### src/rtl/controlmux.sv
// Control-word mux select shared by the hazard controller and the forwarder.
package controlmux;

    // ZERO injects an all-zero control word (bubble) into ID/EX;
    // NORMAL passes the decoded control word through.
    typedef enum logic [0:0] {
        CMUX_ZERO   = 1'b0,
        CMUX_NORMAL = 1'b1
    } controlmux_sel_t;

endpackage

### src/rtl/hazard_ctrl.sv
// Pipeline hazard/stall controller for the 5-stage RV32I core.
// Inserts bubbles for load-use (1) and load-to-branch (2) dependencies,
// freezes the whole pipeline on outstanding memory accesses, flushes IF/ID
// on taken branches and keeps saturating stall/bubble counters.
module hazard_ctrl #(
    parameter int PERF_W = 32
) (
    input  logic                         clk,
    input  logic                         rst,
    input  logic [4:0]                   ID_rs1_i,
    input  logic [4:0]                   ID_rs2_i,
    input  logic                         ID_uses_rs1_i,
    input  logic                         ID_uses_rs2_i,
    input  logic                         ID_is_branch_i,
    input  logic                         ID_br_taken_i,
    input  logic [4:0]                   ID_EX_rd_i,
    input  logic                         EX_load_regfile_i,
    input  logic                         EX_is_load_i,
    input  logic                         imem_read_i,
    input  logic                         imem_resp_i,
    input  logic                         dmem_access_i,
    input  logic                         dmem_resp_i,
    output logic                         pc_load_o,
    output logic                         IF_ID_load_o,
    output logic                         ID_EX_load_o,
    output logic                         EX_MEM_load_o,
    output logic                         MEM_WB_load_o,
    output logic                         IF_ID_flush_o,
    output controlmux::controlmux_sel_t  ID_HD_controlmux_sel_o,
    output logic [PERF_W-1:0]            stall_cycles_o,
    output logic [PERF_W-1:0]            bubble_cycles_o
);

    typedef enum logic {
        RUN    = 1'b0,
        BUBBLE = 1'b1
    } state_t;

    state_t              r_state;
    state_t              w_state_nxt;
    logic                r_bub_cnt;
    logic                w_bub_cnt_nxt;
    logic [PERF_W-1:0]   r_stall_cnt;
    logic [PERF_W-1:0]   r_bubble_cnt;
    logic                w_mstall;
    logic                w_dep;
    logic                w_rs1_hit;
    logic                w_rs2_hit;
    logic                w_inc_stall;
    logic                w_inc_bubble;

    // Hazard detection: memory freeze and load dependency in decode.
    always_comb begin
        w_mstall  = (imem_read_i & ~imem_resp_i) | (dmem_access_i & ~dmem_resp_i);
        w_rs1_hit = ID_uses_rs1_i & (ID_rs1_i == ID_EX_rd_i);
        w_rs2_hit = ID_uses_rs2_i & (ID_rs2_i == ID_EX_rd_i);
        // x0 is never a real producer, so a load to x0 must not stall.
        w_dep     = EX_load_regfile_i & EX_is_load_i & (|ID_EX_rd_i) & (w_rs1_hit | w_rs2_hit);
    end

    // FSM state and remaining-bubble counter.
    always_ff @(posedge clk or negedge rst) begin
        if (!rst) begin
            r_state   <= RUN;
            r_bub_cnt <= 1'b0;
        end else begin
            r_state   <= w_state_nxt;
            r_bub_cnt <= w_bub_cnt_nxt;
        end
    end

    // Next-state and pipeline control; memory freeze wins over bubbles,
    // bubbles win over taken-branch flush.
    always_comb begin
        w_state_nxt            = r_state;
        w_bub_cnt_nxt          = r_bub_cnt;
        pc_load_o              = 1'b1;
        IF_ID_load_o           = 1'b1;
        ID_EX_load_o           = 1'b1;
        EX_MEM_load_o          = 1'b1;
        MEM_WB_load_o          = 1'b1;
        IF_ID_flush_o          = 1'b0;
        ID_HD_controlmux_sel_o = controlmux::CMUX_NORMAL;
        w_inc_stall            = 1'b0;
        w_inc_bubble           = 1'b0;

        if (!rst) begin
            // Hold everything and feed bubbles while in reset.
            pc_load_o              = 1'b0;
            IF_ID_load_o           = 1'b0;
            ID_EX_load_o           = 1'b0;
            EX_MEM_load_o          = 1'b0;
            MEM_WB_load_o          = 1'b0;
            ID_HD_controlmux_sel_o = controlmux::CMUX_ZERO;
        end else if (w_mstall) begin
            // Whole pipeline frozen; FSM holds its place.
            pc_load_o     = 1'b0;
            IF_ID_load_o  = 1'b0;
            ID_EX_load_o  = 1'b0;
            EX_MEM_load_o = 1'b0;
            MEM_WB_load_o = 1'b0;
            w_inc_stall   = 1'b1;
        end else if (r_state == BUBBLE) begin
            // Second bubble of a load-to-branch; dep is not re-checked here.
            pc_load_o              = 1'b0;
            IF_ID_load_o           = 1'b0;
            ID_HD_controlmux_sel_o = controlmux::CMUX_ZERO;
            w_inc_bubble           = 1'b1;
            w_bub_cnt_nxt          = r_bub_cnt - 1'b1;
            w_state_nxt            = RUN;
        end else if (w_dep) begin
            // Branch operands are invalid this cycle, so br_taken is ignored.
            pc_load_o              = 1'b0;
            IF_ID_load_o           = 1'b0;
            ID_HD_controlmux_sel_o = controlmux::CMUX_ZERO;
            w_inc_bubble           = 1'b1;
            if (ID_is_branch_i) begin
                w_state_nxt   = BUBBLE;
                w_bub_cnt_nxt = 1'b1;
            end
        end else begin
            IF_ID_flush_o = ID_is_branch_i & ID_br_taken_i;
        end
    end

    // Saturating performance counters.
    always_ff @(posedge clk or negedge rst) begin
        if (!rst) begin
            r_stall_cnt  <= '0;
            r_bubble_cnt <= '0;
        end else begin
            if (w_inc_stall && (r_stall_cnt != {PERF_W{1'b1}}))
                r_stall_cnt <= r_stall_cnt + PERF_W'(1);
            if (w_inc_bubble && (r_bubble_cnt != {PERF_W{1'b1}}))
                r_bubble_cnt <= r_bubble_cnt + PERF_W'(1);
        end
    end

    assign stall_cycles_o  = r_stall_cnt;
    assign bubble_cycles_o = r_bubble_cnt;

endmodule

### config.mk
export PLATFORM = sky130hd
export DESIGN_NAME = hazard_ctrl
export DESIGN_NICKNAME = d
export VERILOG_FILES = /design/src/rtl/controlmux.sv /design/src/rtl/hazard_ctrl.sv
export SDC_FILE = /design/constraint.sdc
export NUM_CORES = 1
export LEC_CHECK = 0
export CORE_MARGIN = 5
export CORE_UTILIZATION = 40
export DETAILED_ROUTE_END_ITERATION = 16
export GPL_ROUTABILITY_DRIVEN = 0
export PLACE_DENSITY = 0.73
export SETUP_SLACK_MARGIN = 0.02
export SYNTH_ARGS = -nofsm -noshare
export SYNTH_HDL_FRONTEND = slang
export SYNTH_SLANG_ARGS = --single-unit
### constraint.sdc
create_clock -name clk -period 2.25 [get_ports clk]
set_input_delay 0.45 -clock clk [delete_from_list [all_inputs] [get_ports clk]]
set_output_delay 0.45 -clock clk [all_outputs]
set_load 0.05 [all_outputs]
==> results.md <==
- DR WL/cell: about 17 um
- Hold Path Class: primary input to asynchronous set/reset pin
- FF+latch count, synth: 65
- Cts-stage hold buffer count: 0
- Via count: approximately 3000
- GRT met3 Usage: between 4 and 5%
- Remaining Overflow, GRT: 0
- Post-synth EDFFs: 0
- Placed cell count: ~540
- Fin area: 0.00519 mm^2
- Req. time, crit path: around 1.8 ns
- Layout Cells excl Fill: roughly 560
- Finished Core Util: between 60% and 70%
- Avg Inst Size Synth: 10.4 um^2
- Ys async rst share: 100%
- DRC errors left: 0
- CP delay by family, top: compound AO/OA/AOI/OAI gates
- Power per cell area: ~550 mW/mm^2
- Initial drt markers: 100
- Std-Cell Rows: 33
- CORE AREA: approximately 0.0082 mm^2
- Worst skew pair latency: 0.34 ns
- Met1 Use GR: about a quarter
- I/O Buffers: 97
- Slew Viols, Final: 0
- Dominant synthesized flop cell: dfrtp_1
- CTS Sinks: 65
- Crit path largest cell delay: ~0.28 ns
- Cell taking the most area after synthesis: dfrtp_1
- Final setup viols: 2
- Fin worst setup slack: -0.0521 ns
- GR peak layer: met2
- Worst Clk Skew: around 0.011 ns
- Crit-path cells: clkdlybuf4s15_1 > xnor2_1 > nand4_1 > o22ai_2 > a21oi_4 > buf_6 > o31a_4 > buf_12
- Yosys cell types: 36
- Number of global-route vias before repair: 2927
- # IOs: slightly below 100
- CTS tree: done
- Final wirelength: between 9 and 10 mm
- Mapped cell area: 0.00336 mm^2
- Top cell type's share of synthesized area: 48.5%
- Setup crit start kind: primary input
- Clock Tree Root: clkbuf_8
- Rel. slew slack: about three fifths
- Pleak: ~2.3 nW
- Crit path max-delay cell type: o31a_4
- Crit path kind: primary input to output pin
- Min Tclk post-route: ~2.3 ns
- Critical path peak fanout: 3
- WP data arrival: ~1.9 ns
- Post-Syn Instances: between 300 and 400
- Hold Worst Slack: around 0.17 ns
- Pre-antenna DRT Iters: 4
- Synth warn: 0
- Maximum number of pins on one net before global-route repair: 49
- Total GRT Usage: between 10% and 20%
- Unrepaired setup endpoints after global routing: yes
- Antenna Violating Nets Remaining: 0
- Top-count cell post-synth: dfrtp_1
- Chip width: about 100 um
- Net Count, Synth: between 300 and 400
- Final Cycle Share: 102%
- Crit. End Element: output pin
- Area growth syn-to-layout: 54.7%
- FMAX: roughly 430 MHz
- Starting Density: 40.9%
- Run status: finished, violations left
- Layout cells sized above 1: ~22%
- Register area share after synthesis: 48.5%
- Num CTS Buffers: 9
- First-pass GRT wire length: roughly 15 mm
- Fin nets: approximately 480
- Top post-synthesis cells by count: 65 x dfrtp_1, 36 x xnor2_1, 34 x xor2_1
- Die area: 0.0103 mm^2
- Total of max-cap violations: 0
- Detail Placement HPWL: around 6.6 mm
- CTS H-Tree Depth: 3
- Clock Path Buffers: 2
- Reg clk slew, reported paths: about 0.07 ns
- GR Util met2: between 30% and 40%
- Diodes inserted: 0
- Slew at the pin with the worst max-slew slack: between 0.6 and 0.7 ns
- Failing checks: negative setup slack
- Vias per cell: about 5.3
- Ranking of synthesized cells by area: dfrtp_1 48%, xnor2_1 9.4%, xor2_1 8.9%, nand4_1 4.5%, nand3_1 4.2%
- Worst path bufs/invs: 3
- Post-DP Area: ~0.0047 mm^2
- Peak VDD IR: 0.000644 V
- Initial antenna violation count: 0
- Hold Fails Final Rpt: 0
- Die Y: around 100 um
==> registers in the layout, summed over array words and instances (netlist names) <==
register,flops
bubble_cycles_o,32
r_state,1
stall_cycles_o,32
==> stage by stage <==
| stage | TNS (ns) | worst slack, ns | power [mW] |
|---|---|---|---|
| floorplan | -0.296 | -0.0423 | 1.63 |
| global placement | -12.30 | -0.445 | 1.89 |
| detailed placement | -15.84 | -0.536 | 1.90 |
| CTS | -0.304 | -0.119 | 2.86 |
| global route | -0.198 | -0.0897 | 2.97 |
| finish | -0.0888 | -0.0521 | 2.84 |
==> worst paths after layout <==
check	slack, ns	start	cells after the start	end
worst max-delay path	-0.05	ID_rs2_i[4]	8	ID_HD_controlmux_sel_o
worst min-delay path	0.17	rst	2	stall_cycles_o[3]
worst max register to register	0.12	bubble_cycles_o[8]	6	bubble_cycles_o[30]
worst min register to register	0.49	bubble_cycles_o[28]	1	bubble_cycles_o[28]
max in group asynchronous	1.50	rst	2	bubble_cycles_o[3]
min in group clk	0.49	bubble_cycles_o[28]	1	bubble_cycles_o[28]
==> cell usage in the layout, fill, tap and decap left out, drive strengths merged, types with 6 or more instances in the layout <==
| cell | instances |
|---|---|
| and3 | 11 |
| inv | 6 |
| dfrtp | 65 |
| xnor2 | 36 |
| buf | 46 |
| nand2 | 22 |
| nor4 | 9 |
| clkdlybuf4s15 | 8 |
| clkdlybuf4s50 | 71 |
| nand4 | 24 |
| nor2 | 16 |
| xor2 | 34 |
| clkbuf | 14 |
| nor3 | 22 |
| nand3 | 28 |
| and4 | 8 |
==> timing repair <==
action / in CTS / in global routing
gates cloned: 1 / 2
setup endpoints to repair: 33 / 44
resized for setup: 37 / 41
pin swaps: 19 / 26
setup buffers: 8 / 1
==> cell type report <==
type | count | area, um^2
multi-input cells | 239 | 1850
flip-flops and latches | 65 | 1630
clock inverters | 5 | 57.6
clock buffers | 10 | 128
well taps | 105 | 131
inverters | 6 | 22.5
repair buffers | 133 | 1380
fillers | 639 | 3020
==> per-layer routing <==
| layer | vias up | part of all wire [%] |
|---|---|---|
| met5 | - | 0 |
| met4 | 0 | 1.4 |
| met3 | 17 | 4.7 |
| met2 | 93 | 52 |
| met1 | 1439 | 42 |
| li1 | 1410 | - |
==> power breakdown <==
| part | total, mW | switching (mW) | leakage [nW] | internal (mW) |
|---|---|---|---|---|
| logic | 0.594 | 0.349 | 1.37 | 0.245 |
| registers | 1.30 | 0.0770 | 0.880 | 1.22 |
| clock network | 0.951 | 0.447 | 0.0844 | 0.503 |
| total | 2.84 | 0.873 | 2.34 | 1.97 |
==> kinds of logic (layout without fill, tap and decap cells) <==
kind of cell | count (synthesis) | after routing | synth area share [%]
buffers and inverters | 18 | 154 | 2.83
AOI/OAI and AO/OA | 10 | 10 | 2.05
adders and majority gates | 2 | 2 | 0.745
and+or+nand+nor | 154 | 154 | 26.6
DFF | 65 | 65 | 48.5
muxes | 3 | 3 | 1.01
xor gates and xnor gates | 70 | 70 | 18.3
(Power assumes the default switching activity.)
